### config.mk
export PLATFORM = sky130hd
export DESIGN_NAME = regfile_wb_arbiter
export DESIGN_NICKNAME = d
export VERILOG_FILES = /design/src/rtl/rf_pkg.sv /design/src/rtl/rf_wb_fifo.sv /design/src/rtl/regfile_wb_arbiter.sv
export SDC_FILE = /design/constraint.sdc
export NUM_CORES = 1
export LEC_CHECK = 0
export ABC_AREA = 1
export CAP_MARGIN = 20
export CORE_AREA = 2 2 144 160
export DETAILED_ROUTE_END_ITERATION = 16
export DIE_AREA = 0 0 146 162
export SYNTH_ARGS = -nofsm -noshare
export SYNTH_HDL_FRONTEND = slang
export SYNTH_SLANG_ARGS = --single-unit
### constraint.sdc
create_clock -name clk -period 4.2 [get_ports clk]
set_clock_uncertainty 0.2 [all_clocks]
set_input_delay 0.42 -clock clk [delete_from_list [all_inputs] [get_ports clk]]
set_output_delay 0.42 -clock clk [all_outputs]
set_load 0.01 [all_outputs]
### src/rtl/rf_pkg.sv
// Shared types and constants for the register-file write-back arbiter.
package rf_pkg;

  typedef logic [4:0]  regaddr_t;
  typedef logic [31:0] word_t;

  typedef struct packed {
    regaddr_t rd;
    word_t    data;
  } wb_entry_t;

  localparam regaddr_t REG_ZERO = 5'd0;

  function automatic logic is_nonzero(input regaddr_t r);
    return (r != REG_ZERO);
  endfunction

endpackage

### src/rtl/rf_wb_fifo.sv
// Circular buffer holding MDU results while the pipeline owns the write port.
// Pointers carry one extra wrap bit so full and empty are distinguishable.
module rf_wb_fifo
  import rf_pkg::*;
#(
  parameter int DEPTH = 2
) (
  input  logic      clk,
  input  logic      rst,
  input  logic      push,
  input  wb_entry_t push_data,
  input  logic      pop,
  output wb_entry_t head,
  output logic      full,
  output logic      empty
);

  localparam int AW = $clog2(DEPTH);
  localparam int PW = AW + 1;

  logic [PW-1:0] wr_ptr_q, wr_ptr_d;
  logic [PW-1:0] rd_ptr_q, rd_ptr_d;
  wb_entry_t     mem_q [DEPTH];
  logic          pop_ok_s;
  logic          push_ok_s;

  assign empty     = (wr_ptr_q == rd_ptr_q);
  assign full      = (wr_ptr_q[AW] != rd_ptr_q[AW]) && (wr_ptr_q[AW-1:0] == rd_ptr_q[AW-1:0]);
  assign pop_ok_s  = pop && !empty;
  assign push_ok_s = push && (!full || pop_ok_s);
  assign head      = mem_q[rd_ptr_q[AW-1:0]];

  // Pointer advance for push and pop.
  always_comb begin
    wr_ptr_d = wr_ptr_q;
    rd_ptr_d = rd_ptr_q;
    if (push_ok_s) begin
      wr_ptr_d = wr_ptr_q + PW'(1);
    end else begin
      wr_ptr_d = wr_ptr_q;
    end
    if (pop_ok_s) begin
      rd_ptr_d = rd_ptr_q + PW'(1);
    end else begin
      rd_ptr_d = rd_ptr_q;
    end
  end

  // Pointer registers.
  always_ff @(posedge clk or posedge rst) begin
    if (rst) begin
      wr_ptr_q <= '0;
      rd_ptr_q <= '0;
    end else begin
      wr_ptr_q <= wr_ptr_d;
      rd_ptr_q <= rd_ptr_d;
    end
  end

  // Entry storage; contents are qualified by the pointers, so no reset needed.
  always_ff @(posedge clk) begin
    if (push_ok_s) begin
      mem_q[wr_ptr_q[AW-1:0]] <= push_data;
    end
  end

endmodule

### src/rtl/regfile_wb_arbiter.sv
// Owns the regfile write port: pipeline writeback beats buffered MDU results,
// tracks in-flight MDU destinations and drives the decode stall.
module regfile_wb_arbiter
  import rf_pkg::*;
#(
  parameter int FIFO_DEPTH   = 2,
  parameter int STARVE_LIMIT = 4
) (
  input  logic        clk,
  input  logic        rst,
  input  logic        wb_valid,
  input  logic [4:0]  wb_rd,
  input  logic [31:0] wb_data,
  input  logic        issue_valid,
  input  logic [4:0]  issue_rd,
  output logic        issue_ready,
  input  logic        mdu_valid,
  input  logic [4:0]  mdu_rd,
  input  logic [31:0] mdu_data,
  output logic        mdu_ready,
  input  logic [4:0]  dec_rs1,
  input  logic [4:0]  dec_rs2,
  input  logic [4:0]  dec_rd,
  input  logic        dec_valid,
  output logic        stall,
  output logic        drain_req,
  output logic        rf_we3,
  output logic [4:0]  rf_ad3,
  output logic [31:0] rf_wd3
);

  localparam int            CW      = $clog2(STARVE_LIMIT + 1);
  localparam logic [CW-1:0] CNT_MAX = CW'(STARVE_LIMIT);

  logic [31:0]   pending_q, pending_d;
  logic [31:0]   pending_clr_q, pending_clr_d;
  logic [CW-1:0] starve_q, starve_d;
  logic          drain_q, drain_d;
  logic          rf_we_q, rf_we_d;
  regaddr_t      rf_ad_q, rf_ad_d;
  word_t         rf_wd_q, rf_wd_d;

  logic          wb_sel_s, pop_s, push_s, full_s, empty_s, issue_acc_s;
  logic [31:0]   hazard_s;
  wb_entry_t     head_s, push_entry_s;

  rf_wb_fifo #(.DEPTH(FIFO_DEPTH)) u_fifo (
    .clk       (clk),
    .rst       (rst),
    .push      (push_s),
    .push_data (push_entry_s),
    .pop       (pop_s),
    .head      (head_s),
    .full      (full_s),
    .empty     (empty_s)
  );

  assign wb_sel_s     = wb_valid && is_nonzero(wb_rd);
  assign pop_s        = !wb_sel_s && !empty_s;
  assign mdu_ready    = !rst && (!full_s || pop_s);
  assign push_s       = mdu_valid && mdu_ready && is_nonzero(mdu_rd);
  assign push_entry_s = '{rd: mdu_rd, data: mdu_data};
  assign issue_ready  = !rst && !(is_nonzero(issue_rd) && pending_q[issue_rd]);
  assign issue_acc_s  = issue_valid && issue_ready && is_nonzero(issue_rd);

  // A register stays hazardous one extra cycle after its pending bit clears,
  // until its regfile write has landed on the following negedge.
  assign hazard_s = pending_q | pending_clr_q;
  assign stall    = (dec_valid && ((is_nonzero(dec_rs1) && hazard_s[dec_rs1]) ||
                                   (is_nonzero(dec_rs2) && hazard_s[dec_rs2]) ||
                                   (is_nonzero(dec_rd)  && hazard_s[dec_rd]))) || drain_q;

  assign drain_req = drain_q;
  assign rf_we3    = rf_we_q;
  assign rf_ad3    = rf_ad_q;
  assign rf_wd3    = rf_wd_q;

  // Port arbitration, scoreboard update and starvation counting.
  always_comb begin
    pending_d     = pending_q;
    pending_clr_d = 32'd0;
    rf_we_d       = 1'b0;
    rf_ad_d       = rf_ad_q;
    rf_wd_d       = rf_wd_q;
    if (wb_sel_s) begin
      rf_we_d = 1'b1;
      rf_ad_d = wb_rd;
      rf_wd_d = wb_data;
    end else if (pop_s) begin
      rf_we_d                  = 1'b1;
      rf_ad_d                  = head_s.rd;
      rf_wd_d                  = head_s.data;
      pending_d[head_s.rd]     = 1'b0;
      pending_clr_d[head_s.rd] = 1'b1;
    end else begin
      rf_we_d = 1'b0;
    end
    pending_d = pending_d | (issue_acc_s ? (32'd1 << issue_rd) : 32'd0);

    if (empty_s || pop_s) begin
      starve_d = '0;
    end else if (starve_q != CNT_MAX) begin
      starve_d = starve_q + CW'(1);
    end else begin
      starve_d = starve_q;
    end
    drain_d = (starve_d >= CNT_MAX);
  end

  // State and registered write-port outputs.
  always_ff @(posedge clk or posedge rst) begin
    if (rst) begin
      pending_q     <= 32'd0;
      pending_clr_q <= 32'd0;
      starve_q      <= '0;
      drain_q       <= 1'b0;
      rf_we_q       <= 1'b0;
      rf_ad_q       <= REG_ZERO;
      rf_wd_q       <= 32'd0;
    end else begin
      pending_q     <= pending_d;
      pending_clr_q <= pending_clr_d;
      starve_q      <= starve_d;
      drain_q       <= drain_d;
      rf_we_q       <= rf_we_d;
      rf_ad_q       <= rf_ad_d;
      rf_wd_q       <= rf_wd_d;
    end
  end

endmodule

Yosys cells after proc, flatten, opt, wreduce, memory -nomap -nowiden. Memory sizes are Yosys's and may differ from the RTL's. Cells that the tools add are included.

Magnitude comparators: 7. Multiplexer cells: 25. Shift-type cells: 1. Reduce and logical (&&, ||, !) cells: 35. Bitwise gates (word level): 4. Add/subtract/negate cells: 3. Eq/ne operators: 4.

Operators by type and width (number): two-way mux 32 bit (7); OR 32 bit (2); bitwise AND 32 bit (1); inverter 32 bit (1); left shift 1 x 5 -> 32 bit, first input constant (1); < comparator 5 x 6 -> 1 bit, second input constant (5); nonzero test 5 bit (6); binary-select mux 1 bit (select 5 bit) (4); logical AND 1 bit (17); two-way mux 5 bit (2); two-way mux 1 bit (9); logical OR 1 bit (6); two-way mux 3 bit (2); demux 1 bit (select 5 bit) (1); >= comparator 5 x 1 -> 1 bit, second input constant (1); logical NOT 1 bit (5); adder 2 x 1 -> 2 bit, second input constant (2); adder 3 x 1 -> 3 bit, second input constant (1); >= comparator 3 bit, second input constant (1); inequality test 3 bit, second input constant (1); equality test 2 bit (1); nonzero test 2 bit (1); equality test 1 bit (1); inequality test 1 bit (1).

Bits of input ports: 100. Bits in writable memories: 74. Word-level logic and storage cells: 89. Output and inout port bits: 42. Memories kept: 1. Flip-flop bits (word level): 110.

Memories: u_fifo.mem_q (words 2, bits a word 37, rd ports 1, clocked after Yosys merged registers in 0, write ports 1, line rf_wb_fifo.sv:23) `wb_entry_t mem_q [DEPTH];`.

Depth between registers and ports, before layout. Gate-level depths: netlist of run 1.

Word-level depth: 11. Gate-level depth with buffers: 15. Mapped depth without buffers: 13.

Hierarchy. Synthesis of run 1 repeated with hierarchy kept, for this count alone.

Cell total of the unflattened synthesis: 1120. Area, all modules: 8896.0 µm².

Modules (own cells, without submodules): regfile_wb_arbiter (cells an instance 888, seq. area each 2627.5 µm², area each 5958.2 µm², instances 1); rf_wb_fifo (cells an instance 232, seq. area each 2322.2 µm², area each 2937.8 µm², instances 1).

Worst setup path before layout of run 1. No wires, ideal clock.

Kind: input -> output. Start: input port rst. End: output port issue_ready. Buffers on the path: 1. Stages: 4. Required time: 3.580 ns. Arrival time: 3.255 ns. Slack: 0.325 ns. Cells stage by stage: inv_1 nand2_2 nor2_4 buf_6.

Word-level cells in the longest chain between the ends: 2.

RTL lines: start, declared (line regfile_wb_arbiter.sv:10) `input logic rst,`; logical NOT 1 bit (no source line); logical AND 1 bit (line regfile_wb_arbiter.sv:63) `assign issue_ready = !rst && !(is_nonzero(issue_rd) && pending_q[issue_rd]);`; end, declared (line regfile_wb_arbiter.sv:16) `output logic issue_ready,`.

No other way between the ends.

Worst setup path in the final report of run 1.
Start: input port dec_rs1[0]. End: output port stall.

Word-level cells in the longest chain between the ends: 7. Elaborated cells between the ends (all ways): 8. Classes of those cells: mux (2); reduce/logical (6).

RTL lines: start, declared (line regfile_wb_arbiter.sv:21) `input logic [4:0] dec_rs1,`; binary-select mux 1 bit (select 5 bit) (line regfile_wb_arbiter.sv:69) `assign stall = (dec_valid && ((is_nonzero(dec_rs1) && hazard_s[dec_rs1]) ||`; two-way mux 1 bit (not written as such) (line regfile_wb_arbiter.sv:69); logical AND 1 bit (*) (line regfile_wb_arbiter.sv:69); logical OR 1 bit (*) (line regfile_wb_arbiter.sv:69); logical OR 1 bit (*) (line regfile_wb_arbiter.sv:70) `(is_nonzero(dec_rs2) && hazard_s[dec_rs2]) ||`; logical AND 1 bit (*) (line regfile_wb_arbiter.sv:69); logical OR 1 bit (*) (line regfile_wb_arbiter.sv:71) `(is_nonzero(dec_rd) && hazard_s[dec_rd]))) || drain_q;`; end, declared (line regfile_wb_arbiter.sv:25) `output logic stall,`.

Every way passes the cells marked *; elsewhere a longest branch is shown, timed or not. The select of a mux whose other input is x is not followed.

==> metrics.yaml, run 1 <==
top_layer_used: "met4"
relSlewSlack_pct: 47.2
ctsHoldBuffers: 0
finalSetupViolCount: 0
post-route-period-util_pct: 84.8
initial_core_util_pct: 39.4
drc_errors: 0
whs_ns: 0.180
p_per_area_nw_per_um2: 609
worstSetupStartpoint: "dec_rs1[0]"
slowest_stage: "clkdlybuf4s50_1"
arrival_ns: 2.94
critical_path_class: "primary input to output port"
numCtsBuffers: 17
clock_path_buffers: 2
layout_commonest_cell: "nand2_1"
endpoint_kind: "output port"
p_sw_share_pct: 38.6
die-area_um2: 23700
avgSynthCellArea_um2: 9.01
root_buffer: "clkbuf_16"
async_flop_share_pct: 59.6
synth_fp_nets: 1062
r2r-start: "u_fifo.rd_ptr_q[0]"
drive_above_1_share_pct: 5.99
tns_ns: 0
synth_top_cells_by_area: "dfrtp_1 (32%), edfxtp_1 (26%), nand2_1 (13%)"
multiInputGateArea_um2: 3210
cap_violations: 0
grt_first_pass_wirelength_mm: 39.1
fin_nets: 1191
synth_top_cell_by_area: "dfrtp_1"
max_stage_delay_ns: 0.74
fp.dieW_um: 146
combPwrFrac_pct: 36.2
switching_power_mw: 2.56
final_cell_mix: "nand2_1 (304), clkdlybuf4s50_1 (141), dfrtp_1 (108), nor2_1 (101), edfxtp_1 (74)"
drt-pass1-iter-count: 5
clk_pin_slew_ns: 0.07
path_max_fanout: 13
numPlacedInstances: 1364
antenna_found_initial: 0
cts_setup_buffers: 0
synth-seq-cells: 183
via_per_inst: 5.11
crit_top_cell: "nand2_1"
htree_num_levels: 4
mappedNetlistArea_um2: 8650
yosysSeqAreaShare_pct: 57.3
vias: 7137
dp_hpwl_mm: 17.6
synthDistinctLibCells: 34
yosys.area.top_type_share_pct: 31.5
p_int_mw: 4.08
seq_area_um2: 4950
path_buf_inv: 3
hold_viol: 0
hold_path_class: "primary input to async pin"
synth_ff_type: "dfrtp_1"
io_pins: 142
worst-endpoint-required_ns: 3.58
met2_length_mm: 11.8
area_growth_pct: 26.2
finalMaxSlewViolations: 0
grt_pass1_vias: 7016
place.gp.congestion: 0.921
routed_wirelength_mm: 24.4
cts.sinks: 183
p_seq_share_pct: 40.0
drt_iter0_drc: 531
cts_resized: 0
worstSkewPairLatency_ns: 0.43
cts_tree: "done"
antenna_cells: 0
postRouteAntennaNets: 0
grt_max_degree: 48
synth_edf_count: 74
wl_met3_mm: 1.97
core_area_um2: 22000
yosys_warnings: 0
rsz0062_at_grt: "no"
crit_chain: "clkdlybuf4s50_1, inv_1, nor2_1, nand2_1, nand2_1, nor2_1, nand2_1, nand3_1, nand3_1, nand2_1, nor2_1, nand2_1, nand2_1, nand2_1, clkdlybuf4s50_1"
status: "complete, no violations"
clockPowerShare_pct: 23.8
ir_drop_uv: 356
cp_top_family: "buffers and inverters"
num-fill-cells: 2097
die_y_um: 162
start_kind: "primary input"
grtUsageTotal_pct: 21.3
io_buffers: 141
layout.cells.non_filler: 1397
max_clock_freq_mhz: 281
routedWlPerCell_um: 17.5
period_needed_ns: 3.56
gr-total-overflow: 0
wl_met1_mm: 10.0
worst_pin_slew_ns: 0.790
synthesis.instances: 960
row_count: 57
leakagePower_nw: 4.68
## layer usage
metal  track usage [%]  up-vias
met2              35.3      262
met5                 0        -
met4              7.72        0
met3              5.84       37
met1              27.0     3375
li1                  -     3463
## worst paths after layout
path,endpoint,slack [ns],cells past startpoint
worst max-delay path,stall,0.64,15
worst min-delay path,rf_ad3[1],0.18,2
worst max register to register,pending_q[1],1.60,7
worst min register to register,u_fifo.rd_ptr_q[1],0.29,1
max in group asynchronous,u_fifo.rd_ptr_q[0],2.64,3
min in group clk,u_fifo.rd_ptr_q[1],0.29,1
## worst register-to-register path, stage by stage, from the launching register on
cell	delay [ns]
dfrtp_2	0.48
inv_2	0.25
or2_0	0.14
o21ai_0	0.20
inv_1	0.13
nand3_1	0.56
o21ai_0	0.41
nand2_1	0.09
## cell type report
| type | count | share of cell area, % |
|---|---|---|
| sequential | 183 | 45.4 |
| clock buffer | 18 | 3.93 |
| multi-input combinational | 665 | 29.4 |
| timing repair buffer | 154 | 14.0 |
| clock inverter | 14 | 1.48 |
| inverter | 68 | 2.39 |
| tap | 295 | 3.38 |
## logic make-up after synthesis
family / synth area share (%)
and+or+nand+nor: 25.3
DFF: 57.3
buffers and inverters: 5.86
AOI/OAI and AO/OA: 7.89
muxes: 2.66
xor gates and xnor gates: 0.709
adders and majority gates: 0.289
## power by group through the flow
| stage | Combinational [mW] | Sequential (mW) | Clock, mW |
|---|---|---|---|
| finish | 2.41 | 2.66 | 1.58 |
| detailed placement | 2.43 | 2.68 | 0 |
| global route | 2.66 | 2.71 | 1.69 |
| global placement | 2.43 | 2.69 | 0 |
| CTS | 2.43 | 2.66 | 1.61 |
| floorplan | 1.32 | 2.66 | 0 |
## cell usage after synthesis (2+ instances only)
master,n
a221o_1,11
mux2i_1,23
a21oi_1,18
nand2_2,3
inv_2,3
ha_1,2
buf_6,7
o21ai_2,2
clkbuf_1,10
nor2_1,104
nand2_1,304
nand3_1,54
or2_0,2
xnor2_1,3
or2_2,6
o211ai_1,32
xor2_1,4
buf_2,22
a21boi_0,2
clkinv_1,2
nand4_1,33
nor3_1,18
edfxtp_1,74
inv_1,62
dfrtp_1,109
buf_1,4
o21ai_0,39
## flip-flops by register name (all words and copies together) (netlist names)
signal and cells:
starve_q 2, rf_we3 1, pending_clr_q 32, rf_wd3 32, u_fifo.wr_ptr_q 2, rf_ad3 5, u_fifo.mem_q 74, pending_q 32
u_fifo.rd_ptr_q 2, drain_req 1
## stage by stage
step	instance area, um^2	util [%]	power, mW	setup WS, ns
finish	10900	49.7	6.65	0.640
global route	10900	49.7	7.06	0.254
CTS	10900	49.5	6.70	0.651
detailed placement	10300	46.8	5.11	0.658
global placement	10300	46.8	5.12	0.636
floorplan	8650	-	3.98	0.325
Note: power is estimated with default switching activity, not from simulation.
==> run 2: changes to the inputs <==
==> constraint.sdc (replaced) <==
create_clock -name clk -period 3.2 [get_ports clk]
set_clock_uncertainty 0.2 [all_clocks]
set_input_delay 0.32 -clock clk [delete_from_list [all_inputs] [get_ports clk]]
set_output_delay 0.32 -clock clk [all_outputs]
set_load 0.01 [all_outputs]
==> run 2 against run 1 <==
Non-clock buffer count grew 16. Register-to-register slack worse by 1.0 ns. Routed wire length grew 2.4%. Worst hold slack better by 0.084 ns. Setup slack worse by 0.48 ns. Clock power grew 37%. Cell count is 1.1% higher. Via count is 1.1% higher. First-iteration DRC count is 5.8% lower. Combinational power is 36% higher. Sequential power rose by 31%. Sequential share of layout area fell by 0.84 points. Critical endpoint unchanged.
==> metrics.yaml, run 2 (synthesized netlist as in run 1, its figures left out) <==
status: "complete, no violations"
row_count: 57
final_cell_mix: "nand2_1 (304), clkdlybuf4s50_1 (141), dfrtp_1 (108), nor2_1 (98), edfxtp_1 (74)"
grt_pass1_vias: 7080
period_needed_ns: 3.04
place.gp.congestion: 0.887
root_buffer: "clkbuf_16"
fin_nets: 1207
met1_usage_pct: 26.6
drt-pass1-iter-count: 5
ctsHoldBuffers: 0
numPlacedInstances: 1379
initial_core_util_pct: 39.4
r2r-start: "u_fifo.rd_ptr_q[0]"
htree_num_levels: 4
rsz0062_at_grt: "no"
start_kind: "flip-flop"
grt_first_pass_wirelength_mm: 39.6
cts.sinks: 183
finalMaxSlewViolations: 0
top_usage_layer: "met2"
dp_hpwl_mm: 17.5
critical_path_class: "flip-flop to output port"
io_buffers: 141
die_y_um: 162
ir_drop_uv: 520
use_met2_pct: 37.2
routedWlPerCell_um: 17.7
endpoint_kind: "output port"
die-area_um2: 23700
grtUsageTotal_pct: 21.7
hold_start: "mdu_data[11]"
core_area_um2: 22000
worstSkewPairLatency_ns: 0.42
final_util_pct: 50.6
area_growth_pct: 28.5
largest_reg_flops: 74
layout.cells.non_filler: 1413
cts_tree: "done"
min_delay_path_depth: 1
routed_wirelength_mm: 25.0
finalSetupViolCount: 0
gr-usage-met3_pct: 6.21
r2r_end: "pending_q[17]"
clk_pin_slew_ns: 0.08
antenna_cells: 0
drc_errors: 0
grt_max_degree: 110
r2r_setup_slack_ns: 0.57
leakagePower_nw: 4.78
vias: 7219
layout_commonest_cell: "nand2_1"
hold-path-endpoint: "u_fifo.mem_q[0][11]"
numCtsBuffers: 17
hold_viol: 0
clock_path_buffers: 2
tns_ns: 0
hold_path_class: "primary input to flip-flop"
arrival_ns: 2.52
gr-total-overflow: 0
via_per_inst: 5.11
r2r_cells: 7
post-route-period-util_pct: 95.1
drive_above_1_share_pct: 7.78
p_per_area_nw_per_um2: 803
max_clock_freq_mhz: 329
postRouteAntennaNets: 0
cap_violations: 0
io_pins: 142
worst-endpoint-required_ns: 2.68
path_max_fanout: 3
drt_iter0_drc: 500
relSlewSlack_pct: 52.9
fp.dieW_um: 146
antenna_found_initial: 0
worst_pin_slew_ns: 0.704
==> run 2: changes by cell type in the layout (fill, tap and decap cells not counted), sizes merged <==
cell,delta
buf,+16
inv,-1
bufinv,+1
clkinvlp,+1
clkbuf,-1
==> run 2: how the worst max path moves through the flow <==
stage	start	to	slack [ns]	cells past startpoint
after CTS	pending_q[9]	stall	0.10	11
after global routing	dec_rs2[1]	stall	0.01	15
after global placement	dec_rd[0]	stall	0.20	15
after floorplan	rst	issue_ready	0.27	4
final	pending_q[12]	stall	0.16	13
after detailed placement	dec_rd[0]	stall	0.19	15
==> run 2: worst max-delay path, stage by stage (launching register included) <==
cell and delay [ns]:
dfrtp_1 0.42, nor2_1 0.42, nand2_1 0.09, nand2_1 0.09, nor2_1 0.04, nand2_1 0.07
nand3_1 0.07, nand3_1 0.09, nand2_1 0.06, nand2_1 0.11, nand2_1 0.07, nand2_1 0.05
nand2_1 0.04, clkdlybuf4s50_1 0.47
==> run 2: power by group <==
| part | internal [mW] | switching (mW) |
|---|---|---|
| Clock | 1.14 | 1.02 |
| Sequential | 3.06 | 0.423 |
| Combinational | 1.30 | 1.97 |
==> run 2: layout make-up <==
| type | count | area [um^2] |
|---|---|---|
| Clock buffer | 17 | 425 |
| Clock inverter | 15 | 200 |
| Fill cell | 2055 | 10900 |
| Inverter | 68 | 265 |
| Multi-Input combinational cell | 665 | 3220 |
| Sequential cell | 183 | 4950 |
| Tap cell | 295 | 369 |
| Timing Repair Buffer | 170 | 1680 |
==> run 2: per-stage QoR <==
step	setup slack (ns)	hold slack [ns]	area (um^2)	total power [mW]
detailed placement	0.193	0.280	10500	6.79
global route	0.0131	0.254	11100	9.43
floorplan	0.272	0.219	8650	5.23
CTS	0.103	0.244	11100	8.98
finish	0.158	0.264	11100	8.92
global placement	0.204	0.274	10500	6.79
==> run 2: timing repair <==
item / in CTS / in global routing
resized for setup: 0 / 5
setup buffers: 0 / 2
setup endpoints to repair: 0 / 1
==> run 2: layer usage <==
layer / up-vias / share of wire (%)
met1: 3415 / 41
met4: 0 / 2.6
met3: 40 / 7.3
met5: - / 0
met2: 264 / 49
li1: 3500 / -
==> run 3: changes to the inputs <==
--- a/config.mk
+++ b/config.mk
@@ -10,6 +10,7 @@
 export CORE_AREA = 2 2 144 160
 export DETAILED_ROUTE_END_ITERATION = 16
 export DIE_AREA = 0 0 146 162
+export HOLD_SLACK_MARGIN = 0.12
 export SYNTH_ARGS = -nofsm -noshare
 export SYNTH_HDL_FRONTEND = slang
 export SYNTH_SLANG_ARGS = --single-unit
==> results of run 3 <==
The final DEF is identical to that of run 2; final timing and power are the same.
